`config.mk`:
```
export PLATFORM = sky130hd
export DESIGN_NAME = ser_par_shift_in
export DESIGN_NICKNAME = d
export VERILOG_FILES = /design/src/rtl/shift_pkg.sv /design/src/rtl/ser_par_bitcnt.sv /design/src/rtl/ser_par_shift_in.sv
export SDC_FILE = /design/constraint.sdc
export NUM_CORES = 1
export LEC_CHECK = 0
export CELL_PAD_IN_SITES_DETAIL_PLACEMENT = 0
export CELL_PAD_IN_SITES_GLOBAL_PLACEMENT = 1
export CORE_ASPECT_RATIO = 1.25
export CORE_UTILIZATION = 37
export DETAILED_ROUTE_END_ITERATION = 7
export PLACE_DENSITY_LB_ADDON = 0.1
export SYNTH_ARGS = -nofsm -noshare
export SYNTH_HDL_FRONTEND = slang
export SYNTH_SLANG_ARGS = --single-unit
```
`constraint.sdc`:
```
create_clock -name clk -period 1.95 [get_ports clk]
set_clock_uncertainty 0.15 [all_clocks]
set_input_delay 0.39 -clock clk [delete_from_list [all_inputs] [get_ports clk]]
set_output_delay 0.39 -clock clk [all_outputs]
set_load 0.1 [all_outputs]
```
`src/rtl/shift_pkg.sv`:
```
// shift_pkg: shared word-size constants for the serial shift registers (tx and rx)
package shift_pkg;
  localparam int SHIFT_WIDTH    = 8;
  localparam int SHIFT_CNT_W    = 4;
  localparam int SHIFT_LAST_BIT = SHIFT_WIDTH - 1;
endpackage

```
`src/rtl/ser_par_bitcnt.sv`:
```
// ser_par_bitcnt: bit counter with sync clear, increment, load-1 and terminal count
// Ports: clk, rst (sync reset), clr_i (clear to 0), ld1_i (load 1, overrides clr_i),
//        inc_i (count up, wraps to 0 at LAST), cnt_o (count), tc_o (count == LAST)
module ser_par_bitcnt
  import shift_pkg::*;
#(
  parameter int CNT_W = SHIFT_CNT_W,
  parameter int LAST  = SHIFT_LAST_BIT
) (
  input  logic             clk,
  input  logic             rst,
  input  logic             clr_i,
  input  logic             inc_i,
  input  logic             ld1_i,
  output logic [CNT_W-1:0] cnt_o,
  output logic             tc_o
);
  logic [CNT_W-1:0] cnt_q, cnt_d;
  assign tc_o  = cnt_q == CNT_W'(LAST);
  assign cnt_o = cnt_q;
  always_comb cnt_d = ld1_i ? CNT_W'(1) : clr_i ? '0 : inc_i ? (tc_o ? '0 : cnt_q + CNT_W'(1)) : cnt_q;
  always_ff @(posedge clk) cnt_q <= rst ? '0 : cnt_d;
endmodule

```
`src/rtl/ser_par_shift_in.sv`:
```
// ser_par_shift_in: MSB-first serial-in/parallel-out receiver with valid/ack and sticky overrun
// Ports: clk, clr (sync reset), SerIn/bit_stb (strobed serial data), sync (drop partial word),
//        rx_ack (consume ParOut), ovr_clr (clear overrun), ParOut (last word), rx_valid,
//        busy (partial word in progress), overrun (word overwritten before ack)
module ser_par_shift_in
  import shift_pkg::*;
#(
  parameter int WIDTH = SHIFT_WIDTH,
  parameter int CNT_W = SHIFT_CNT_W
) (
  input  logic             clk,
  input  logic             clr,
  input  logic             SerIn,
  input  logic             bit_stb,
  input  logic             sync,
  input  logic             rx_ack,
  input  logic             ovr_clr,
  output logic [WIDTH-1:0] ParOut,
  output logic             rx_valid,
  output logic             busy,
  output logic             overrun
);
  logic [WIDTH-1:0] shreg_q, shreg_d, par_q, par_d, shifted;
  logic             valid_q, valid_d, ovr_q, ovr_d, tc, done;
  logic [CNT_W-1:0] cnt;
  ser_par_bitcnt #(.CNT_W(CNT_W), .LAST(WIDTH - 1)) u_cnt (
    .clk  (clk),
    .rst  (clr),
    .clr_i(sync),
    .inc_i(bit_stb),
    .ld1_i(sync & bit_stb),
    .cnt_o(cnt),
    .tc_o (tc)
  );
  assign shifted = {shreg_q[WIDTH-2:0], SerIn};
  // a strobe alongside sync starts a new word, so it can never complete one
  assign done = bit_stb & ~sync & tc;
  always_comb begin
    shreg_d = sync ? {{(WIDTH-1){1'b0}}, SerIn & bit_stb} : bit_stb ? shifted : shreg_q;
    par_d   = done ? shifted : par_q;
    valid_d = done | (valid_q & ~rx_ack);
    // an ack in the completing cycle consumes the old word; a new overrun beats ovr_clr
    ovr_d   = (done & valid_q & ~rx_ack) | (ovr_q & ~ovr_clr);
  end
  always_ff @(posedge clk) begin
    if (clr) begin
      shreg_q <= '0;
      par_q   <= '0;
      valid_q <= 1'b0;
      ovr_q   <= 1'b0;
    end else begin
      shreg_q <= shreg_d;
      par_q   <= par_d;
      valid_q <= valid_d;
      ovr_q   <= ovr_d;
    end
  end
  assign ParOut   = par_q;
  assign rx_valid = valid_q;
  assign overrun  = ovr_q;
  assign busy     = |cnt;
endmodule

```
After elaboration in Yosys (flattened, before gate mapping)
Cells that the tools add are included.
- bits of input ports: 7
- flip-flop bits (word level): 21
- equal/unequal tests: 1
- $add $sub $neg: 1
- reductions and logical operators: 5
- bitwise operators: 13
- multiplexer cells: 6
- operators with widths (operator ; number):
    $and 1x1->1 ; 8
    $mux 1 ; 5
    $add 4x1->4 const B ; 1
    $eq 4x3->1 const B ; 1
    $mux 4 ; 1
    $reduce_or 4->1 ; 1
    $not 1->1 ; 3
    $reduce_bool 3->1 ; 1
    $reduce_or 3->1 ; 1
    $or 1x1->1 ; 2
    $reduce_bool 2->1 ; 1
    $reduce_or 2->1 ; 1

Logic depth before layout (Yosys ltp)
Gate-level depths: netlist of the first run.
- depth after elaboration: 6
- gate-level depth with buffers: 4
- mapped depth without buffers: 4

Hierarchy
A second synthesis of the first run with hierarchy kept.
- cell total of the unflattened synthesis: 91
- area total of the unflattened synthesis: 913.4 µm²
- by module, submodules not included (module ; cells each ; times used ; area an instance (µm²)):
    ser_par_shift_in ; 70 ; 1 ; 716.9
    ser_par_bitcnt ; 21 ; 1 ; 196.4

Worst setup path before layout of the first run
No wires, ideal clock.
- path type: register -> output
- start: reg u_cnt.cnt_q[0], in the netlist u_cnt.cnt_o[0]
- end: out busy
- path buffers: 0
- cell stages (with the launch flop): 4
- required time: 1.410 ns
- arrival: 1.223 ns
- path slack: 0.187 ns
- path through: dfxtp_1 > inv_1 > ha_1 > nand2_1
- cells in the longest elaborated chain, start to end: 1
- ends and longest elaborated chain (item ; line ; RTL):
    from (decl) ; ser_par_bitcnt.sv:18 ; logic [CNT_W-1:0] cnt_q, cnt_d;
    from (signal assigned) ; ser_par_bitcnt.sv:22 ; always_ff @(posedge clk) cnt_q <= rst ? '0 : cnt_d;
    $reduce_or 4->1 ; ser_par_shift_in.sv:61 ; assign busy = |cnt;
    to (decl) ; ser_par_shift_in.sv:20 ; output logic busy,
No other way between the ends.

Final worst setup path of the first run
Ends and elaborated chain as after synthesis.

==> impl_metrics.env, run 1 <==
export IMPL_syn_inst=93
export IMPL_first_pass_iters=3
export IMPL_crit_slowest_cell="dfxtp_1"
export IMPL_antennaDiodeCount=0
export IMPL_postRouteAntennaNets=0
export IMPL_path_class="flop to primary output"
export IMPL_cts_root_buf="clkbuf_4"
export IMPL_postSynthAreaPerCell_um2=9.794
export IMPL_clock_sinks=21
export IMPL_dr_first_iter_drc_count=5
export IMPL_boundaryPins=18
export IMPL_slowest_delay_ns=0.39
export IMPL_dieArea_mm2=0.002666
export IMPL_layout_commonest_cell="dfxtp_1"
export IMPL_path_clk_slew_ns=0.11
export IMPL_ys_seq_area_share_pct=46.15
export IMPL_hold_viol=0
export IMPL_finalSetupTns_ns=0
export IMPL_grt_pass1_vias=653
export IMPL_areaGrowthSynthToFinish_pct=40.80
export IMPL_post_drt_wl_per_cell_um=10.31
export IMPL_nNetsFinal=124
export IMPL_dpl_hpwl_mm=1.147
export IMPL_grt_usage_pct=13.45
export IMPL_antenna_found_initial=0
export IMPL_start_kind="flop"
export IMPL_powerDensity_mw_per_mm2=558.2
export IMPL_avgViaCountPerCell=4.566
export IMPL_grt_ovfl_total=0
export IMPL_cts_hold_fix_buffers=0
export IMPL_fp_coreArea_mm2=0.002258
export IMPL_cts_max_level=1
export IMPL_tightest_slew_ns=0.3367
export IMPL_finalSetupViolations=0
export IMPL_drive_gt1_share_pct=18.42
export IMPL_gp_congestion=0.7143
export IMPL_slew_violations=0
export IMPL_power_frac_seq_pct=60.9
export IMPL_die_w_um=46.38
export IMPL_cts_buffers=3
export IMPL_synth_cell_types=19
export IMPL_ys_seq_elements=21
export IMPL_synth_area_um2=910.9
export IMPL_fill_cells=210
export IMPL_synth_warnings=0
export IMPL_hold_class="flop to flop"
export IMPL_cts_tree="yes"
export IMPL_finalCritPeriodShare_pct=90.84
export IMPL_layout_common_cells="21 x dfxtp_1, 19 x nand2b_1, 15 x mux2i_1"
export IMPL_switchingPower_uw=166.2
export IMPL_max_slew_margin_pct=77.55
export IMPL_clkLatencyLatePin_ns=0.29
export IMPL_p_leak_uw=0.0004584
export IMPL_multi_input_area_um2=462.9
export IMPL_seqCellArea_um2=420.4
export IMPL_rows=19
export IMPL_drt_wl_total_mm=1.495
export IMPL_cp_required_ns=1.41
export IMPL_p_clk_share_pct=28.1
export IMPL_p_sw_share_pct=23.22
export IMPL_rsz0062_at_grt="no"
export IMPL_grt_first_pass_wirelength_mm=2.656
export IMPL_fin_crit_ns=1.771
export IMPL_endpoint_kind="primary output"
export IMPL_worstPathMaxFanout=4
export IMPL_start_util_pct=40.33
export IMPL_die_h_um=57.48
export IMPL_cap_violations=0
export IMPL_grt_max_degree=20
export IMPL_path_cells="inv_1 > ha_1 > nand2_1 > buf_12"
export IMPL_p_int_uw=549.7
export IMPL_cts_resized=0
export IMPL_fin_area_mm2=0.001282
export IMPL_fin_util_pct=56.79
export IMPL_combPwrFrac_pct=11.0
export IMPL_worstPathArrival_ns=1.23
export IMPL_run_status="finished clean"
export IMPL_ir_worst_vdd_mv=0.3754
export IMPL_dr_total_vias=662
export IMPL_cp_top_family="flip-flops"
export IMPL_crit_buf_inv=2
export IMPL_fmax_ghz=0.5645
export IMPL_port_buffer_count=17
export IMPL_place_area_mm2=0.001256
export IMPL_synth_fp_nets=102
export IMPL_cts_path_max_buffers=2
export IMPL_cts_setup_buffers=0
export IMPL_drc=0
[registers in the layout (all words and copies together), names as in the netlist]
signal       flops
overrun          1
shreg_q          7
u_cnt.cnt_o      4
rx_valid         1
ParOut           8
[power by group through the flow]
stage	Sequential [µW]	Clock, µW	Combinational, µW
after floorplan	445	0	46.1
after global placement	446	0	79.6
after detailed placement	446	0	79.4
after CTS	436	214	79.9
after global routing	437	237	85.2
final	436	201	78.8
[worst min-delay path: cells and delay by family, from the launching register on]
family | cells | cell delay [ns]
flip-flops | 1 | 0.35
AND/OR/NAND/NOR | 1 | 0.06
AO/OA/AOI/OAI | 1 | 0.05
[metal layers]
layer	up-vias	track usage, %	wire, µm
met2	9	22.22	721
met4	0	6.303	14
met3	2	1.899	38
li1	350	-	-
met5	-	0	0
met1	301	16.47	720
[synth_stat cells (all sizes together)]
cell | number | area (µm²)
a21oi | 5 | 25.02
or2 | 1 | 6.260
inv | 3 | 11.26
xnor2 | 1 | 8.760
o211ai | 1 | 7.510
dfxtp | 21 | 420.4
nand2b | 19 | 118.9
or3 | 2 | 12.51
ha | 2 | 25.02
nor2 | 10 | 37.54
nor3b | 2 | 15.01
buf | 1 | 5.000
nand2 | 4 | 17.52
nor3 | 1 | 16.27
mux2i | 15 | 150.1
nand4 | 1 | 6.260
clkbuf | 3 | 11.26
o32ai | 1 | 16.27
[through the flow]
step / std cells / hold WS (ns) / power, µW / setup slack (ns)
finish: 145 / 0.3400 / 715.9 / 0.1787
detailed placement: 141 / 0.3305 / 525.0 / 0.07852
global placement: 141 / 0.3192 / 525.3 / 0.1148
floorplan: 93 / 0.3013 / 490.8 / 0.1866
CTS: 145 / 0.3477 / 729.6 / 0.1579
global route: 145 / 0.3730 / 759.1 / 0.09976
[path summary, 6_finish.rpt]
kind	to	start	slack, ns	cells past startpoint
worst max-delay path	busy	u_cnt.cnt_o[0]	0.18	4
worst min-delay path	u_cnt.cnt_o[3]	u_cnt.cnt_o[3]	0.34	2
worst max register to register	overrun	u_cnt.cnt_o[1]	0.39	4
worst min register to register	u_cnt.cnt_o[3]	u_cnt.cnt_o[3]	0.34	2
[cell type report]
class,instances,share of cell area [%]
Clock buffer,4,2.049
Inverter,3,0.8780
Multi-Input combinational cell,65,36.10
Sequential cell,21,32.78
Tap cell,31,3.024
Timing Repair Buffer,21,25.17
[logic make-up after synthesis]
logic type | Yosys count | share of synthesized area [%]
and+or+nand+nor | 40 | 25.28
DFF | 21 | 46.15
muxes | 15 | 16.48
AOI/OAI and AO/OA | 7 | 5.357
buffers and inverters | 7 | 3.021
adders and majority gates | 2 | 2.747
xor gates and xnor gates | 1 | 0.9617
No activity file was read; power rests on OpenSTA's default activity.
==> inputs of run 2 (changes only) <==
--- a/config.mk
+++ b/config.mk
@@ -11,6 +11,7 @@
 export CORE_UTILIZATION = 37
 export DETAILED_ROUTE_END_ITERATION = 7
 export PLACE_DENSITY_LB_ADDON = 0.1
+export RECOVER_POWER = 50
 export SYNTH_ARGS = -nofsm -noshare
 export SYNTH_HDL_FRONTEND = slang
 export SYNTH_SLANG_ARGS = --single-unit
==> impl_metrics.env, run 2 (synthesized netlist as in run 1, its figures left out) <==
export IMPL_antenna_found_initial=0
export IMPL_fp_coreArea_mm2=0.002258
export IMPL_finalSetupTns_ns=0
export IMPL_cts_root_buf="clkbuf_4"
export IMPL_grt_pass1_vias=653
export IMPL_worstSetupEndpoint="busy"
export IMPL_dr_total_vias=656
export IMPL_cts_buffers=3
export IMPL_cts_setup_buffers=0
export IMPL_p_leak_uw=0.0004339
export IMPL_timing_rr_start="u_cnt.cnt_o[1]"
export IMPL_grt_usage_pct=13.45
export IMPL_largest_reg_flops=8
export IMPL_fmax_ghz=0.5645
export IMPL_layout_common_cells="21 x dfxtp_1, 19 x nand2b_1, 15 x mux2i_1"
export IMPL_hold_viol=0
export IMPL_rsz0062_at_grt="no"
export IMPL_die_h_um=57.48
export IMPL_hold_class="flop to flop"
export IMPL_finalCritPeriodShare_pct=90.85
export IMPL_dpl_hpwl_mm=1.147
export IMPL_grt_ovfl_total=0
export IMPL_postRouteAntennaNets=0
export IMPL_cts_max_level=1
export IMPL_cts_resized=0
export IMPL_powerDensity_mw_per_mm2=601.3
export IMPL_worstPathArrival_ns=1.23
export IMPL_first_pass_iters=2
export IMPL_clock_sinks=21
export IMPL_antennaDiodeCount=0
export IMPL_areaGrowthSynthToFinish_pct=30.49
export IMPL_fin_total_pwr_uw=714.7
export IMPL_slew_violations=0
export IMPL_crit_start="u_cnt.cnt_o[0]"
export IMPL_reg2reg_depth=4
export IMPL_crit_slowest_cell="dfxtp_1"
export IMPL_slowest_delay_ns=0.39
export IMPL_cap_violations=0
export IMPL_cts_path_max_buffers=2
export IMPL_die_w_um=46.38
export IMPL_grt_first_pass_wirelength_mm=2.656
export IMPL_drc=0
export IMPL_path_class="flop to primary output"
export IMPL_max_slew_margin_pct=61.92
export IMPL_dieArea_mm2=0.002666
export IMPL_rows=19
export IMPL_grtUsageMet3_pct=1.899
export IMPL_drt_wl_total_mm=1.521
export IMPL_clkLatencyLatePin_ns=0.29
export IMPL_grt_max_degree=20
export IMPL_fin_area_mm2=0.001189
export IMPL_fin_util_pct=52.63
export IMPL_layout_commonest_cell="dfxtp_1"
export IMPL_use_met2_pct=22.22
export IMPL_port_buffer_count=17
export IMPL_run_status="finished clean"
export IMPL_grt_busiest_layer="met2"
export IMPL_cp_required_ns=1.41
export IMPL_gp_congestion=0.7143
export IMPL_dr_first_iter_drc_count=4
export IMPL_cts_tree="yes"
export IMPL_use_met1_pct=16.47
export IMPL_cts_hold_fix_buffers=0
export IMPL_tightest_slew_ns=0.5711
export IMPL_reg2reg_to="overrun"
export IMPL_path_clk_slew_ns=0.11
export IMPL_boundaryPins=18
export IMPL_finalSetupViolations=0
export IMPL_start_util_pct=40.33
export IMPL_worstPathMaxFanout=4
export IMPL_fin_crit_ns=1.772
export IMPL_ir_worst_vdd_mv=0.3767
export IMPL_avgViaCountPerCell=4.524
export IMPL_r2r_setup_slack_ns=0.40
export IMPL_place_area_mm2=0.001256
export IMPL_drive_gt1_share_pct=17.54
export IMPL_timing_hold_ws_ns=0.3279
export IMPL_start_kind="flop"
export IMPL_nNetsFinal=124
export IMPL_endpoint_kind="primary output"
export IMPL_post_drt_wl_per_cell_um=10.49
export IMPL_path_cells="inv_1 > ha_1 > nand2_1 > buf_12"
-- run 2: power by group --
part           internal (µW)  switching (µW)
Sequential               433            3.18
Combinational           36.1            40.9
Clock                   79.4             122
-- run 2: worst min path at each step --
stage / from / to / slack, ns / cells after the start
after floorplan: shreg_q[6] / ParOut[7] / 0.30 / 2
after global placement: u_cnt.cnt_o[3] / u_cnt.cnt_o[3] / 0.32 / 2
after detailed placement: u_cnt.cnt_o[3] / u_cnt.cnt_o[3] / 0.33 / 2
after CTS: u_cnt.cnt_o[3] / u_cnt.cnt_o[3] / 0.35 / 2
after global routing: ParOut[5] / ParOut[5] / 0.36 / 2
final: ParOut[4] / ParOut[4] / 0.33 / 2
-- run 2: area by class of cell --
class | count | area, µm²
Timing Repair Buffer | 21 | 229.0
Sequential cell | 21 | 420.4
Inverter | 3 | 11.26
Fill cell | 223 | 1070
Clock buffer | 4 | 26.28
Tap cell | 31 | 38.79
Multi-Input combinational cell | 65 | 462.9
-- run 2: critical path, delay by kind of cell, from the launching register on --
family	cells	cell delay [ns]
buffers and inverters	2	0.26
flip-flops	1	0.39
adder cells (fa/ha/maj)	1	0.19
AND/OR/NAND/NOR	1	0.10
-- run 2: metal layers --
metal | share of wire, % | vias to the layer above
met2 | 49 | 9
met4 | 0.92 | 0
met5 | 0 | -
met1 | 47 | 296
li1 | - | 349
met3 | 3.4 | 2
-- run 2: through the flow --
stage               worst slack (ns)  std cells
detailed placement           0.07852        141
finish                        0.1784        145
floorplan                     0.1866         93
global placement              0.1148        141
CTS                           0.1579        145
global route                 0.09976        145
==> inputs of run 3 (changes only) <==
--- a/config.mk
+++ b/config.mk
@@ -8,7 +8,8 @@
 export CELL_PAD_IN_SITES_DETAIL_PLACEMENT = 0
 export CELL_PAD_IN_SITES_GLOBAL_PLACEMENT = 1
 export CORE_ASPECT_RATIO = 1.25
-export CORE_UTILIZATION = 37
+export CORE_UTILIZATION = 40
+export CTS_CLUSTER_DIAMETER = 50
 export DETAILED_ROUTE_END_ITERATION = 7
 export PLACE_DENSITY_LB_ADDON = 0.1
 export RECOVER_POWER = 50
==> constraint.sdc (replaced) <==
create_clock -name clk -period 2.3 [get_ports clk]
set_clock_uncertainty 0.15 [all_clocks]
set_input_delay 0.46 -clock clk [delete_from_list [all_inputs] [get_ports clk]]
set_output_delay 0.46 -clock clk [all_outputs]
set_load 0.1 [all_outputs]
==> impl_metrics.env, run 3 (synthesized netlist as in run 1, its figures left out) <==
export IMPL_drive_gt1_share_pct=17.86
export IMPL_fp_coreArea_mm2=0.002049
export IMPL_layout_commonest_cell="dfxtp_1"
export IMPL_cp_top_family="flip-flops"
export IMPL_fmax_ghz=0.5397
export IMPL_antennaDiodeCount=0
export IMPL_dr_total_vias=662
export IMPL_clock_sinks=21
export IMPL_cts_max_level=1
export IMPL_slowest_delay_ns=0.39
export IMPL_dieArea_mm2=0.002473
export IMPL_die_h_um=55.35
export IMPL_slew_violations=0
export IMPL_cts_path_max_buffers=2
export IMPL_cp_required_ns=1.69
export IMPL_first_pass_iters=4
export IMPL_path_cells="inv_1 > ha_1 > nand2_1 > buf_12"
export IMPL_timing_hold_ws_ns=0.3300
export IMPL_clkLatencyLatePin_ns=0.30
export IMPL_hold_class="flop to flop"
export IMPL_rsz0062_at_grt="no"
export IMPL_post_drt_wl_per_cell_um=10.88
export IMPL_cts_root_buf="clkbuf_4"
export IMPL_powerDensity_mw_per_mm2=546.5
export IMPL_finalSetupTns_ns=0
export IMPL_drc=0
export IMPL_cts_resized=0
export IMPL_cts_setup_buffers=0
export IMPL_postRouteAntennaNets=0
export IMPL_path_class="flop to primary output"
export IMPL_cap_violations=0
export IMPL_boundaryPins=18
export IMPL_start_util_pct=44.44
export IMPL_endpoint_kind="primary output"
export IMPL_worstPathArrival_ns=1.24
export IMPL_tightest_slew_ns=0.5374
export IMPL_grt_ovfl_total=0
export IMPL_ir_worst_vdd_mv=0.3776
export IMPL_layout_common_cells="21 x dfxtp_1, 19 x nand2b_1, 15 x mux2i_1"
export IMPL_path_clk_slew_ns=0.12
export IMPL_hold_viol=0
export IMPL_rows=18
export IMPL_hp_start="ParOut[4]"
export IMPL_start_kind="flop"
export IMPL_dr_first_iter_drc_count=13
export IMPL_fin_crit_ns=1.853
export IMPL_p_leak_uw=0.0004174
export IMPL_grt_usage_pct=14.01
export IMPL_finalSetupViolations=0
export IMPL_finalCritPeriodShare_pct=80.56
export IMPL_avgViaCountPerCell=4.662
export IMPL_antenna_found_initial=0
export IMPL_grt_max_degree=20
export IMPL_cts_tree="yes"
export IMPL_die_w_um=44.68
export IMPL_grt_pass1_vias=588
export IMPL_run_status="finished clean"
export IMPL_cts_hold_fix_buffers=0
export IMPL_largest_reg_flops=8
export IMPL_timing_rr_start="u_cnt.cnt_o[0]"
export IMPL_worstPathMaxFanout=4
export IMPL_grt_first_pass_wirelength_mm=2.587
export IMPL_dp_cells=138
export IMPL_crit_slowest_cell="dfxtp_1"
export IMPL_crit_buf_inv=2
export IMPL_fill_cells=202
export IMPL_cts_buffers=3
export IMPL_crit_start="u_cnt.cnt_o[0]"
export IMPL_nNetsFinal=122
export IMPL_areaGrowthSynthToFinish_pct=22.66
export IMPL_port_buffer_count=17
export IMPL_dpl_hpwl_mm=1.137
export IMPL_final_cells=142
export IMPL_drt_wl_total_mm=1.545
export IMPL_gp_congestion=0.6993
export IMPL_max_slew_margin_pct=64.33
==> run 3: changes by cell type in the layout (fill, tap and decap cells not counted) <==
cell	before	now
clkinv_2	0	1
buf_12	6	1
buf_4	2	7
clkbuf_2	6	5
clkbuf_1	2	0
==> run 3: cell type report <==
| type | instances | area, µm² | area share (%) |
|---|---|---|---|
| Sequential cell | 21 | 420.4 | 37.63 |
| Clock inverter | 1 | 5.005 | 0.4479 |
| Timing Repair Buffer | 19 | 157.7 | 14.11 |
| Inverter | 3 | 11.26 | 1.008 |
| Tap cell | 30 | 37.54 | 3.359 |
| Multi-Input combinational cell | 65 | 462.9 | 41.43 |
| Clock buffer | 3 | 22.52 | 2.016 |
==> run 3: tightest hold or removal path, cell delays in order (launching register included) <==
cell and delay (ns):
dfxtp_1 0.33, nand2b_1 0.06, mux2i_1 0.05
==> run 3: through the flow <==
stage	cell area, µm²	power [µW]	setup WS, ns	util (%)
3_3_place_gp	1102	443.7	0.3334	53.79
5_1_grt	1117	635.0	0.3527	54.52
4_1_cts	1130	622.9	0.4268	55.13
6_report	1117	610.6	0.4472	54.52
2_1_floorplan	910.9	416.1	0.4666	-
3_5_place_dp	1102	444.4	0.2886	53.79
==> run 3: report_power, final <==
group          leakage, µW  total (µW)  switching (µW)  internal [µW]
Sequential        0.000170         370            2.87            367
Combinational     0.000230        64.9            34.8           30.1
Clock            0.0000177         176             111           64.8
Total             0.000417         611             149            462
==> run 3: path summary, 6_finish.rpt <==
kind	endpoint	slack, ns	cells after the start
worst min register to register	ParOut[4]	0.33	2
worst max register to register	ParOut[7]	0.70	4
worst max-delay path	busy	0.45	4
worst min-delay path	ParOut[4]	0.33	2
==> run 3: metal layers <==
metal / vias to the layer above / global-route usage (%) / routed length (µm)
met5: - / 0 / 0
li1: 346 / - / -
met3: 2 / 2.941 / 44
met1: 305 / 17.59 / 726
met2: 9 / 21.64 / 754
met4: 0 / 7.792 / 20
